==> src/rtl/booth_mult_seq.sv <==
// Sequential radix-4 (modified Booth) multiplier with valid/ready handshakes.
// One Booth digit is retired per clock, and a product appears ITER edges
// after its operands are accepted.
// Ports:
//   clk, rst      - rising-edge clock, synchronous active-high reset
//   in_valid/in_ready, A, B, signed_mode - operand handshake and payload
//   out_valid/out_ready, P               - product handshake and payload
//   busy          - high while digits are being retired (CALC)
module booth_mult_seq #(
  parameter int unsigned WIDTH = 32
) (
  input  logic               clk,
  input  logic               rst,
  input  logic               in_valid,
  output logic               in_ready,
  input  logic [WIDTH-1:0]   A,
  input  logic [WIDTH-1:0]   B,
  input  logic               signed_mode,
  output logic               out_valid,
  input  logic               out_ready,
  output logic [2*WIDTH-1:0] P,
  output logic               busy
);

  localparam int unsigned ITER  = WIDTH / 2 + 1;
  localparam int unsigned ACC_W = 2 * WIDTH + 4;
  localparam int unsigned MPL_W = WIDTH + 2;
  localparam int unsigned CNT_W = $clog2(ITER + 1);

  // Reject unsupported widths at elaboration.
  if ((WIDTH % 2) != 0 || WIDTH < 4) begin : g_bad_width
    $error("booth_mult_seq: WIDTH must be even and >= 4");
  end

  typedef enum logic [1:0] {
    S_IDLE,
    S_CALC,
    S_DONE
  } state_e;

  state_e               state_q, state_d;
  logic [CNT_W-1:0]     cnt_q, cnt_d;
  logic [ACC_W-1:0]     acc_q, acc_d;
  logic [ACC_W-1:0]     mcand_q, mcand_d;
  logic [MPL_W-1:0]     mplr_q, mplr_d;
  logic                 bprev_q, bprev_d;
  logic [2*WIDTH-1:0]   p_q, p_d;
  logic                 in_ready_q, in_ready_d;
  logic                 out_valid_q, out_valid_d;
  logic                 busy_q, busy_d;

  logic [2:0]           triplet;
  logic [ACC_W-1:0]     pp;
  logic [ACC_W-1:0]     acc_sum;
  logic                 ext_a;
  logic                 ext_b;

  assign in_ready  = in_ready_q;
  assign out_valid = out_valid_q;
  assign busy      = busy_q;
  assign P         = p_q;

  // Booth digit recoding. mcand_q is pre-shifted by 2i, so the selected
  // partial product already carries its 4^i weight; arithmetic is modulo
  // 2^ACC_W, which leaves the low 2*WIDTH bits exact.
  always_comb begin
    triplet = {mplr_q[1:0], bprev_q};
    pp      = '0;
    unique case (triplet)
      3'b001, 3'b010: pp = mcand_q;
      3'b011:         pp = mcand_q << 1;
      3'b100:         pp = -(mcand_q << 1);
      3'b101, 3'b110: pp = -mcand_q;
      default:        pp = '0;
    endcase
    acc_sum = acc_q + pp;
  end

  // Extension bits: sign bit in signed mode, zero otherwise.
  assign ext_a = signed_mode & A[WIDTH-1];
  assign ext_b = signed_mode & B[WIDTH-1];

  // Next-state and datapath control.
  always_comb begin
    state_d     = state_q;
    cnt_d       = cnt_q;
    acc_d       = acc_q;
    mcand_d     = mcand_q;
    mplr_d      = mplr_q;
    bprev_d     = bprev_q;
    p_d         = p_q;
    in_ready_d  = in_ready_q;
    out_valid_d = out_valid_q;
    busy_d      = busy_q;

    unique case (state_q)
      S_IDLE: begin
        if (in_valid) begin
          mcand_d    = {{(ACC_W - WIDTH){ext_a}}, A};
          mplr_d     = {{2{ext_b}}, B};
          bprev_d    = 1'b0;
          acc_d      = '0;
          cnt_d      = '0;
          state_d    = S_CALC;
          in_ready_d = 1'b0;
          busy_d     = 1'b1;
        end
      end

      S_CALC: begin
        acc_d   = acc_sum;
        mcand_d = mcand_q << 2;
        mplr_d  = mplr_q >> 2;
        bprev_d = mplr_q[1];
        cnt_d   = cnt_q + CNT_W'(1);
        if (cnt_q == CNT_W'(ITER - 1)) begin
          state_d     = S_DONE;
          p_d         = acc_sum[2*WIDTH-1:0];
          busy_d      = 1'b0;
          out_valid_d = 1'b1;
        end
      end

      S_DONE: begin
        // Input is not offered in the hand-off edge; IDLE accepts next edge.
        if (out_ready) begin
          state_d     = S_IDLE;
          out_valid_d = 1'b0;
          in_ready_d  = 1'b1;
        end
      end

      default: begin
        state_d     = S_IDLE;
        in_ready_d  = 1'b1;
        out_valid_d = 1'b0;
        busy_d      = 1'b0;
      end
    endcase
  end

  // State and datapath registers; reset aborts any operation in flight.
  always_ff @(posedge clk) begin
    if (rst) begin
      state_q     <= S_IDLE;
      cnt_q       <= '0;
      acc_q       <= '0;
      mcand_q     <= '0;
      mplr_q      <= '0;
      bprev_q     <= 1'b0;
      p_q         <= '0;
      in_ready_q  <= 1'b1;
      out_valid_q <= 1'b0;
      busy_q      <= 1'b0;
    end else begin
      state_q     <= state_d;
      cnt_q       <= cnt_d;
      acc_q       <= acc_d;
      mcand_q     <= mcand_d;
      mplr_q      <= mplr_d;
      bprev_q     <= bprev_d;
      p_q         <= p_d;
      in_ready_q  <= in_ready_d;
      out_valid_q <= out_valid_d;
      busy_q      <= busy_d;
    end
  end

endmodule
==> config.mk <==
export PLATFORM = sky130hd
export DESIGN_NAME = booth_mult_seq
export DESIGN_NICKNAME = d
export VERILOG_FILES = /design/src/rtl/booth_mult_seq.sv
export SDC_FILE = /design/constraint.sdc
export NUM_CORES = 1
export LEC_CHECK = 0
export CAP_MARGIN = 5
export CORE_MARGIN = 2
export CORE_UTILIZATION = 55
export CTS_BUF_LIST = sky130_fd_sc_hd__clkbuf_4 sky130_fd_sc_hd__clkbuf_8
export DETAILED_ROUTE_END_ITERATION = 10
export GPL_TIMING_DRIVEN = 0
export PLACE_DENSITY = 0.76
export SYNTH_ARGS = -nofsm -noshare
export SYNTH_HDL_FRONTEND = slang
export SYNTH_SLANG_ARGS = --single-unit
export TNS_END_PERCENT = 100
==> constraint.sdc <==
create_clock -name clk -period 15.39 [get_ports clk]
set_input_delay 3.078 -clock clk [delete_from_list [all_inputs] [get_ports clk]]
set_output_delay 3.078 -clock clk [all_outputs]
set_load 0.05 [all_outputs]
==> results of run 1 <==
## worst max-delay path, delay by kind of cell (launching register included)
| family | cells | cell delay, ps |
|---|---|---|
| compound gates | 8 | 2580 |
| xor+xnor | 2 | 320 |
| fa+ha+maj | 1 | 320 |
| buf+inv | 2 | 750 |
| flops | 1 | 290 |
| simple gates | 7 | 3100 |
## placed cells by master (no fill, tap or decap), types with 13 or more instances in the layout
master	synthesis	layout
a221oi_1	23	23
o21ai_0	94	94
nand4_1	25	25
o221a_2	61	61
clkbuf_1	195	195
xnor2_1	86	86
a31oi_1	35	35
ha_1	66	66
nand3_1	21	21
a22o_1	29	29
clkdlybuf4s50_1	0	134
xor2_1	67	67
nor3_1	34	34
inv_1	25	25
nor2_1	218	217
a21oi_1	189	189
o211ai_1	14	14
clkbuf_4	0	14
nor4_1	13	13
dfxtp_1	236	236
a21o_1	38	38
buf_1	18	18
or3_1	19	19
a22oi_1	91	91
mux2i_1	17	17
nand2_1	281	281
clkbuf_8	0	56
a2bb2oi_1	59	59
## state kept, by name, summed over array words and instances (netlist names)
signal / count
state_q: 2
mcand_q: 64
P: 64
mplr_q: 33
in_ready: 1
bprev_q: 1
acc_q: 64
out_valid: 1
busy: 1
cnt_q: 5
## final cells by class
| cell class | instances | area [µm²] | share of cell area (%) |
|---|---|---|---|
| well taps | 384 | 480.5 | 2.521 |
| flip-flops and latches | 236 | 4725 | 24.79 |
| inverters | 29 | 108.9 | 0.5712 |
| clock buffers | 70 | 875.8 | 4.596 |
| repair buffers | 134 | 1341 | 7.039 |
| multi-input cells | 1651 | 10570 | 55.47 |
| plain buffers | 219 | 842.1 | 4.419 |
| clock inverters | 8 | 112.6 | 0.5909 |
## power by group
group	total, W	switching (W)	internal, W
Sequential	0.000664	0.0000214	0.000643
Combinational	0.000530	0.000340	0.000190
Clock	0.000683	0.000288	0.000395
## kinds of logic (layout without fill, tap and decap cells)
logic type / Yosys count / after routing
AO/OA/AOI/OAI: 723 / 723
AND/OR/NAND/NOR: 691 / 691
buffers and inverters: 248 / 460
flip-flops: 236 / 236
XOR/XNOR: 153 / 153
adder cells (fa/ha/maj): 67 / 67
multiplexers: 17 / 17
## layer usage
metal	global-route usage, %	vias to the layer above	wire length [µm]
met1	47.35	8231	23960
met2	59.43	917	25970
met5	0	-	0
met4	16.29	0	2749
met3	7.576	187	5547
li1	-	8141	-
## how the worst min path moves through the flow
stage                     depth (start not counted)                     end                    from
after floorplan                                   2  acc_q[51]$_SDFFE_PP0P_  acc_q[51]$_SDFFE_PP0P_
after global placement                            2      P[55]$_SDFFE_PP0P_      P[55]$_SDFFE_PP0P_
after detailed placement                          2      P[26]$_SDFFE_PP0P_      P[26]$_SDFFE_PP0P_
after CTS                                         2      P[25]$_SDFFE_PP0P_      P[25]$_SDFFE_PP0P_
after global routing                              2      P[30]$_SDFFE_PP0P_      P[30]$_SDFFE_PP0P_
final                                             2      P[25]$_SDFFE_PP0P_      P[25]$_SDFFE_PP0P_
## through the flow
stage / utilization, % / setup slack [ps] / cell area (µm²) / hold WS (ps)
3_3_place_gp: 62.60 / 8332 / 18060 / 441.3
3_5_place_dp: 62.61 / 8185 / 18070 / 447.5
5_1_grt: 66.03 / 7408 / 19060 / 465.7
2_1_floorplan: - / 9813 / 16240 / 431.8
4_1_cts: 66.03 / 8173 / 19060 / 454.9
6_report: 66.03 / 7935 / 19060 / 452.1
==> results.yml, run 1 <==
clocking:
  h-tree-depth: 2
  cts_resized: 0
  clk_pin_slew_ps: 60
  cts_tree: "done"
  cts_made_buffers: 43
  clock-root-buffer: "clkbuf_8"
  worstSkewPairLatency_ps: 590
  clkSinkCount: 236
  cts.repair_timing.setup_buffer_count: 0
  ctsHoldBuffers: 0
  clockBufferDepth: 3
synth:
  synthSimpleGateAreaFrac_pct: 19.14
  synth_nets: 2271
  synth_largest_area_cell: "dfxtp_1"
  synth_compound_area_share_pct: 31.41
  yosys_warnings: 0
  yosysSeqAreaShare_pct: 29.09
  synth_cell_type_count: 74
  synth_edf_count: 0
  synth-adder-area-share_pct: 5.207
  ys_top_cells_by_count: "281 x nand2_1, 236 x dfxtp_1, 218 x nor2_1, 195 x clkbuf_1, 189 x a21oi_1"
  ys_seq_elements: 236
  yosysMostFrequentCell: "nand2_1"
  synthesis.area_mm2: 0.01624
  syn_inst: 2135
  synth_top_family_by_area: "compound AO/OA/AOI/OAI gates"
  synth_mux_area_share_pct: 1.048
  ys.flop_type: "dfxtp_1"
  yosys-top-cells-area: "dfxtp_1 29%, nand2_1 6.5%, a21oi_1 5.8%"
  synth_top_area_share_pct: 29.09
  syn_avg_cell_area_um2: 7.608
  synth_xor_area_share_pct: 8.250
  synth-async-reset-ratio_pct: 0
setup_path:
  arrival_ps: 7940
  r2r_end: "acc_q[60]$_SDFFE_PP0P_"
  r2r_setup_slack_ps: 7930
  cp_slowest_cell: "o41ai_1"
  crit_start: "mcand_q[5]$_SDFFE_PP0P_"
  worstPathMaxFanout: 9
  worst_setup_path_start_kind: "flop"
  end_kind: "flop"
  crit_path_max_incr_delay_ps: 770
  endpoint: "acc_q[60]$_SDFFE_PP0P_"
  reg2regPathDepth: 20
  cp_cell_sequence: "clkbuf_1 > or4_1 > nor4_2 > nand2_1 > or4b_1 > nor3_1 > xor2_1 > o21ai_0 > ha_1 > clkbuf_1 > nand2_1 > nor3_1 > a41oi_1 > o211ai_1 > o31ai_1 > o21ai_0 > a21oi_1 > o41ai_1 > xor2_1 > a22o_1"
  worstPathRequired_ps: 15880
  worstSetupPathType: "reg -> reg"
  r2r_start: "mcand_q[5]$_SDFFE_PP0P_"
grt:
  grt_first_pass_wirelength_mm: 89.86
  grt-ovfl-total: 0
  grt_usage_pct: 36.75
  grt_max_degree: 13
  grt_pass1_vias: 16350
  grt_antenna_before_repair: 1
place:
  hpwl_mm: 43.68
  portBuffers: 134
  gp_congestion: 0.9931
  dp_cells: 2653
die:
  die_x_um: 175.9
  die_area_mm2: 0.03092
  core_area_mm2: 0.02886
  rows: 62
  io_pins: 136
  die_h_um: 175.9
  floorplan.initialDensity_pct: 56.29
pwr:
  leakage_nw: 7.279
  power_w: 0.001878
  ir_drop_uv: 73.42
  p_per_area_mw_per_mm2: 98.55
timing:
  setup_viol: 0
  max_freq_mhz: 134.1
  rsz0062_at_grt: "false"
  tns_ps: 0
  skew_ps: 46.89
  period_needed_ps: 7455
  worst_pin_slew_ps: 1078
  fin_crit_sh_pct: 48.44
  slew_viol_final: 0
  max_slew_margin_pct: 28.11
  hold_viol: 0
routing:
  viasPerCell: 6.399
  drt_wl_total_mm: 58.23
  drc: 0
  detail_route.iter0.violations: 1804
  wire_per_inst_um: 21.32
  drtAntennaViolNets: 0
  dr.pass1.iters: 6
  vias: 17480
flow_run:
  max-cap-violations: 0
finish:
  area_growth_pct: 17.32
  final_nets: 2450
  drive_above_1_share_pct: 7.201
  diodes: 0
  final_cells: 2731
  nFillCells: 2606
outcome:
  status: "completed"
worst_hold_path:
  hold_class: "reg -> reg"
Note: power is estimated with default switching activity, not from simulation.
==> run 2: changes to the inputs <==
PLACE_DENSITY = 0.79   (was 0.76)
clock period = 6.7 ns   (was 15.39 ns; I/O delays follow)
==> run 2 against run 1 <==
Flip-flop and latch count unchanged. Wire length increased by 0.63%. Register-to-register slack got worse by 7700 ps. Fmax increased by 14%. Sequential share of layout area about the same. Setup slack got worse by 7700 ps. Utilization increased by 0.11 points. Critical path depth increased by 4. First-iteration DRC count decreased by 5.8%. Non-clock buffer count decreased by 1. Total power increased by 130%. Design area increased by 0.16%. Largest cell class unchanged.
==> results.yml, run 2 (synthesized netlist as in run 1, its figures left out) <==
timing:
  fin_crit_sh_pct: 97.21
  max_slew_margin_pct: 28.43
  setup_viol: 0
  period_needed_ps: 6513
  slew_viol_final: 0
  max_freq_mhz: 153.5
  hold_viol: 0
  timing.final.ws_setup_ps: 187.2
  worst_hold_slack_ps: 452.9
  worst_pin_slew_ps: 1073
  tns_ps: 0
  skew_ps: 13.32
finish:
  final_cell_mix: "281 x nand2_1, 236 x dfxtp_1, 218 x nor2_1, 192 x clkbuf_1, 187 x a21oi_1"
  area_growth_pct: 17.51
  diodes: 0
  drive_above_1_share_pct: 7.564
  nFillCells: 2587
  multiInputGateArea_mm2: 0.01067
  final_nets: 2447
  seq_area_mm2: 0.004725
  final_common_cell: "nand2_1"
setup_path:
  cp_slowest_cell: "or4_1"
  cp_top_family: "compound AO/OA/AOI/OAI gates"
  worst_setup_path_start_kind: "flop"
  worstPathRequired_ps: 7160
  cp_cell_sequence: "clkbuf_1 > or4_1 > nor4_4 > buf_4 > nand2_1 > clkbuf_1 > or4_1 > nor2_1 > nand4_1 > xor2_1 > a221oi_1 > a31oi_1 > ha_1 > clkbuf_1 > a21o_1 > a21o_1 > a21o_1 > a211oi_1 > o21ai_0 > nand3b_1 > a41oi_1 > o21ai_0 > xor2_1 > a22o_1"
  end_kind: "flop"
  worstSetupPathType: "reg -> reg"
  path_buf_inv: 4
  arrival_ps: 6970
  crit_path_max_incr_delay_ps: 720
  r2r_setup_slack_ps: 190
  worstPathMaxFanout: 10
die:
  io_pins: 136
  die_area_mm2: 0.03092
  rows: 62
  core_area_mm2: 0.02886
  die_h_um: 175.9
  floorplan.initialDensity_pct: 56.29
  die_x_um: 175.9
routing:
  detail_route.iter0.violations: 1699
  dr.pass1.iters: 7
  drc: 0
  vias: 17290
  drtAntennaViolNets: 0
  viasPerCell: 6.346
  wire_per_inst_um: 21.51
  drt_wl_total_mm: 58.59
pwr:
  p_sw_w: 0.001469
  internal-power_w: 0.002773
  pwr-share-clk_pct: 35.1
  power_w: 0.004243
  ir_drop_uv: 180.2
  p_per_area_mw_per_mm2: 222.3
  switching_share_pct: 34.63
  p_seq_share_pct: 36.0
  leakage_nw: 7.293
  share_comb_of_total_power_pct: 29.0
grt:
  grt-ovfl-total: 0
  grt_usage_pct: 36.84
  grt_pass1_vias: 16370
  grt_antenna_before_repair: 0
  grt_first_pass_wirelength_mm: 89.98
  grt_max_degree: 11
place:
  portBuffers: 134
  dp_slack_ps: -364.9
  gp_congestion: 0.9872
  hpwl_mm: 43.78
clocking:
  clock-root-buffer: "clkbuf_8"
  clk_pin_slew_ps: 60
  clockBufferDepth: 3
  h-tree-depth: 2
  ctsHoldBuffers: 0
  cts_tree: "done"
  clkSinkCount: 236
  cts_made_buffers: 41
  worstSkewPairLatency_ps: 560
outcome:
  status: "completed"
worst_hold_path:
  hold_class: "reg -> reg"
flow_run:
  max-cap-violations: 0
-- run 2: cell types whose count changed in the layout (fill, tap and decap cells not counted), sizes merged --
| cell | change |
|---|---|
| clkinv | +2 |
| clkinvlp | -2 |
| clkbuf | -9 |
| buf | +2 |
-- run 2: power groups by stage --
stage / registers (W) / logic [W] / clock network, W
after floorplan: 0.00154 / 0.000841 / 0
after global placement: 0.00155 / 0.00116 / 0
after detailed placement: 0.00155 / 0.00118 / 0
after CTS: 0.00152 / 0.00119 / 0.00149
after global routing: 0.00153 / 0.00133 / 0.00155
final: 0.00153 / 0.00123 / 0.00149
-- run 2: per-stage QoR --
stage / instance area [µm²] / util (%) / std cells
after floorplan: 16240 / - / 2135
final: 19090 / 66.14 / 2724
after detailed placement: 18070 / 62.63 / 2654
after global routing: 19090 / 66.14 / 2724
after global placement: 18060 / 62.60 / 2653
after CTS: 19020 / 65.93 / 2726
-- run 2: worst paths after layout --
kind,startpoint,endpoint,cells past startpoint
max,mcand_q[5]$_SDFFE_PP0P_,acc_q[61]$_SDFFE_PP0P_,24
max reg2reg,mcand_q[5]$_SDFFE_PP0P_,acc_q[61]$_SDFFE_PP0P_,24
min,P[17]$_SDFFE_PP0P_,P[17]$_SDFFE_PP0P_,2
min reg2reg,P[17]$_SDFFE_PP0P_,P[17]$_SDFFE_PP0P_,2
-- run 2: cell type report --
class / instances / share of cell area (%)
multi-input cells: 1651 / 55.91
repair buffers: 136 / 7.106
clock buffers: 64 / 4.287
flip-flops and latches: 236 / 24.75
inverters: 29 / 0.5703
plain buffers: 216 / 4.353
clock inverters: 8 / 0.5048
well taps: 384 / 2.517
-- run 2: routing by layer --
metal | GRT usage (%) | wire length (µm) | up-vias
met5 | 0 | 0 | -
met4 | 15.98 | 2707 | 0
met3 | 7.446 | 5614 | 177
met2 | 59.81 | 26070 | 900
met1 | 47.50 | 24210 | 8080
li1 | - | - | 8129
-- run 2: what timing repair did --
| item | CTS | global route |
|---|---|---|
| buffers inserted | 0 | 1 |
| endpoints found under the setup margin | 13 | 40 |
| gates resized for setup | 7 | 16 |
| pin swaps | 1 | 3 |
-- run 2: worst min-delay path: stages, from the launching register on --
cell and delay (ps):
dfxtp_1 310, nand2_1 50, a21oi_1 50
==> run 3: changes to the inputs <==
SETUP_SLACK_MARGIN = 0.05   (was unset)
==> run 3 against run 2 <==
Register-to-register slack is essentially flat. Largest cell class unchanged. Sequential share of layout area is essentially flat. Count of clock-buffer cells in the layout is the same. Setup slack gained 9.7 ps. First-iteration DRC count shrank 0.24%. Utilization is essentially flat. Fmax grew 0.15%. Non-clock buffer count is the same.
==> results.yml, run 3 (synthesized netlist as in run 1, its figures left out) <==
routing:
  highest_layer: "met4"
  wire_per_inst_um: 21.56
  met2RoutedLength_mm: 26.27
  drtAntennaViolNets: 0
  wl_met3_mm: 5.436
  met1_length_mm: 24.40
  dr.pass1.iters: 7
  detail_route.iter0.violations: 1695
  drc: 0
  vias: 17360
  drt_wl_total_mm: 58.72
  viasPerCell: 6.373
die:
  die_area_mm2: 0.03092
  die_x_um: 175.9
  floorplan.initialDensity_pct: 56.29
  die_h_um: 175.9
  rows: 62
  io_pins: 136
  core_area_mm2: 0.02886
timing:
  setup_viol: 0
  rsz0062_at_grt: "false"
  tns_ps: 0
  worst_pin_slew_ps: 1086
  fin_crit_sh_pct: 97.06
  period_needed_ps: 6503
  hold_viol: 0
  max_freq_mhz: 153.8
  max_slew_margin_pct: 27.61
  slew_viol_final: 0
  skew_ps: 18.46
setup_path:
  arrival_ps: 6950
  reg2regPathDepth: 22
  worst_setup_path_start_kind: "flop"
  crit_path_max_incr_delay_ps: 720
  end_kind: "flop"
  worstSetupPathType: "reg -> reg"
  cp_cell_sequence: "clkbuf_1 > or4_1 > nor4_4 > buf_4 > nand2_1 > or4b_1 > nor3_2 > nand2_1 > xor2_1 > a22oi_1 > o21ai_0 > ha_1 > nand4_1 > nor3_1 > nand2_1 > a31oi_1 > nor3_1 > nand2b_1 > o21ai_0 > a21oi_1 > and4_1 > a311o_1"
  cp_common_cell: "nand2_1"
  r2r_start: "mcand_q[5]$_SDFFE_PP0P_"
  worstPathMaxFanout: 9
  r2r_setup_slack_ps: 200
  r2r_end: "P[49]$_SDFFE_PP0P_"
  worstPathRequired_ps: 7140
  cp_slowest_cell: "or4_1"
clocking:
  worstSkewPairLatency_ps: 570
  h-tree-depth: 2
  clockBufferDepth: 3
  clock-root-buffer: "clkbuf_8"
  clk_pin_slew_ps: 60
  cts_made_buffers: 41
  clkSinkCount: 236
  ctsHoldBuffers: 0
  cts_tree: "done"
finish:
  final_common_cell: "nand2_1"
  final_cell_mix: "281 x nand2_1, 236 x dfxtp_1, 218 x nor2_1, 192 x clkbuf_1, 187 x a21oi_1"
  diodes: 0
  final_nets: 2447
  nFillCells: 2587
  area_growth_pct: 17.56
  drive_above_1_share_pct: 7.607
place:
  hpwl_mm: 43.78
  gp_congestion: 0.9872
  portBuffers: 134
grt:
  grt_usage_pct: 36.84
  grt_max_degree: 11
  grt_first_pass_wirelength_mm: 89.96
  grt_pass1_vias: 16360
  grt_antenna_before_repair: 0
  grt-ovfl-total: 0
pwr:
  p_per_area_mw_per_mm2: 222.3
  power_w: 0.004245
  leakage_nw: 7.293
  ir_drop_uv: 180.1
worst_hold_path:
  hold_class: "reg -> reg"
  hold_end: "P[34]$_SDFFE_PP0P_"
  min_path_cells: 2
  min_from: "P[34]$_SDFFE_PP0P_"
flow_run:
  max-cap-violations: 0
outcome:
  status: "completed"
run 3: changes by cell type in the layout (fill, tap and decap cells not counted):
cell | before | now
a41oi_1 | 5 | 4
a41oi_2 | 0 | 1
run 3: worst max-delay path by stage:
stage | from | depth (start not counted) | endpoint
final | mcand_q[5]$_SDFFE_PP0P_ | 22 | P[49]$_SDFFE_PP0P_
after global placement | mcand_q[5]$_SDFFE_PP0P_ | 20 | acc_q[56]$_SDFFE_PP0P_
after global routing | mcand_q[5]$_SDFFE_PP0P_ | 22 | P[51]$_SDFFE_PP0P_
after CTS | mcand_q[5]$_SDFFE_PP0P_ | 20 | acc_q[60]$_SDFFE_PP0P_
after floorplan | mcand_q[0]$_SDFFE_PP0P_ | 22 | acc_q[60]$_SDFFE_PP0P_
after detailed placement | mcand_q[5]$_SDFFE_PP0P_ | 21 | acc_q[56]$_SDFFE_PP0P_
run 3: what timing repair did:
item / in CTS / in global routing
buffers inserted: 0 / 1
gates cloned: 0 / 0
endpoints found under the setup margin: 14 / 40
pin swaps: 1 / 3
resized for setup: 7 / 17
run 3: worst max-delay path, delay by kind of cell, from the launching register on:
family / cells / cell delay [ps]
DFF: 1 / 290
and+or+nand+nor: 12 / 3240
AOI/OAI and AO/OA: 6 / 1800
buffers and inverters: 2 / 420
adders and majority gates: 1 / 460
xor gates and xnor gates: 1 / 160
run 3: power by group:
group	internal, W	switching, W
Clock	0.000854	0.000634
Sequential	0.00148	0.0000499
Combinational	0.000443	0.000787
run 3: per-stage QoR:
step	cells	hold WS (ps)	instance area, µm²	utilization [%]	setup slack, ps
after floorplan	2135	431.8	16240	-	1123
after global placement	2653	440.9	18060	62.60	-352.6
after detailed placement	2654	447.0	18070	62.63	-364.9
after CTS	2725	455.6	19020	65.91	74.36
after global routing	2724	471.3	19090	66.17	23.22
final	2724	453.6	19090	66.17	197.0
run 3: final cells by class:
cell class | count | area, µm² | share of cell area, %
clock inverter | 8 | 96.34 | 0.5046
sequential | 236 | 4725 | 24.74
tap | 384 | 480.5 | 2.516
inverter | 29 | 108.9 | 0.5701
clock buffer | 64 | 818.3 | 4.285
multi-input combinational | 1651 | 10680 | 55.93
timing repair buffer | 136 | 1356 | 7.103
buffer | 216 | 830.8 | 4.351
run 3: layer usage:
metal | up-vias | GRT usage [%]
met4 | 0 | 15.87
met3 | 178 | 7.316
met2 | 914 | 59.84
met1 | 8131 | 47.58
met5 | - | 0
li1 | 8136 | -
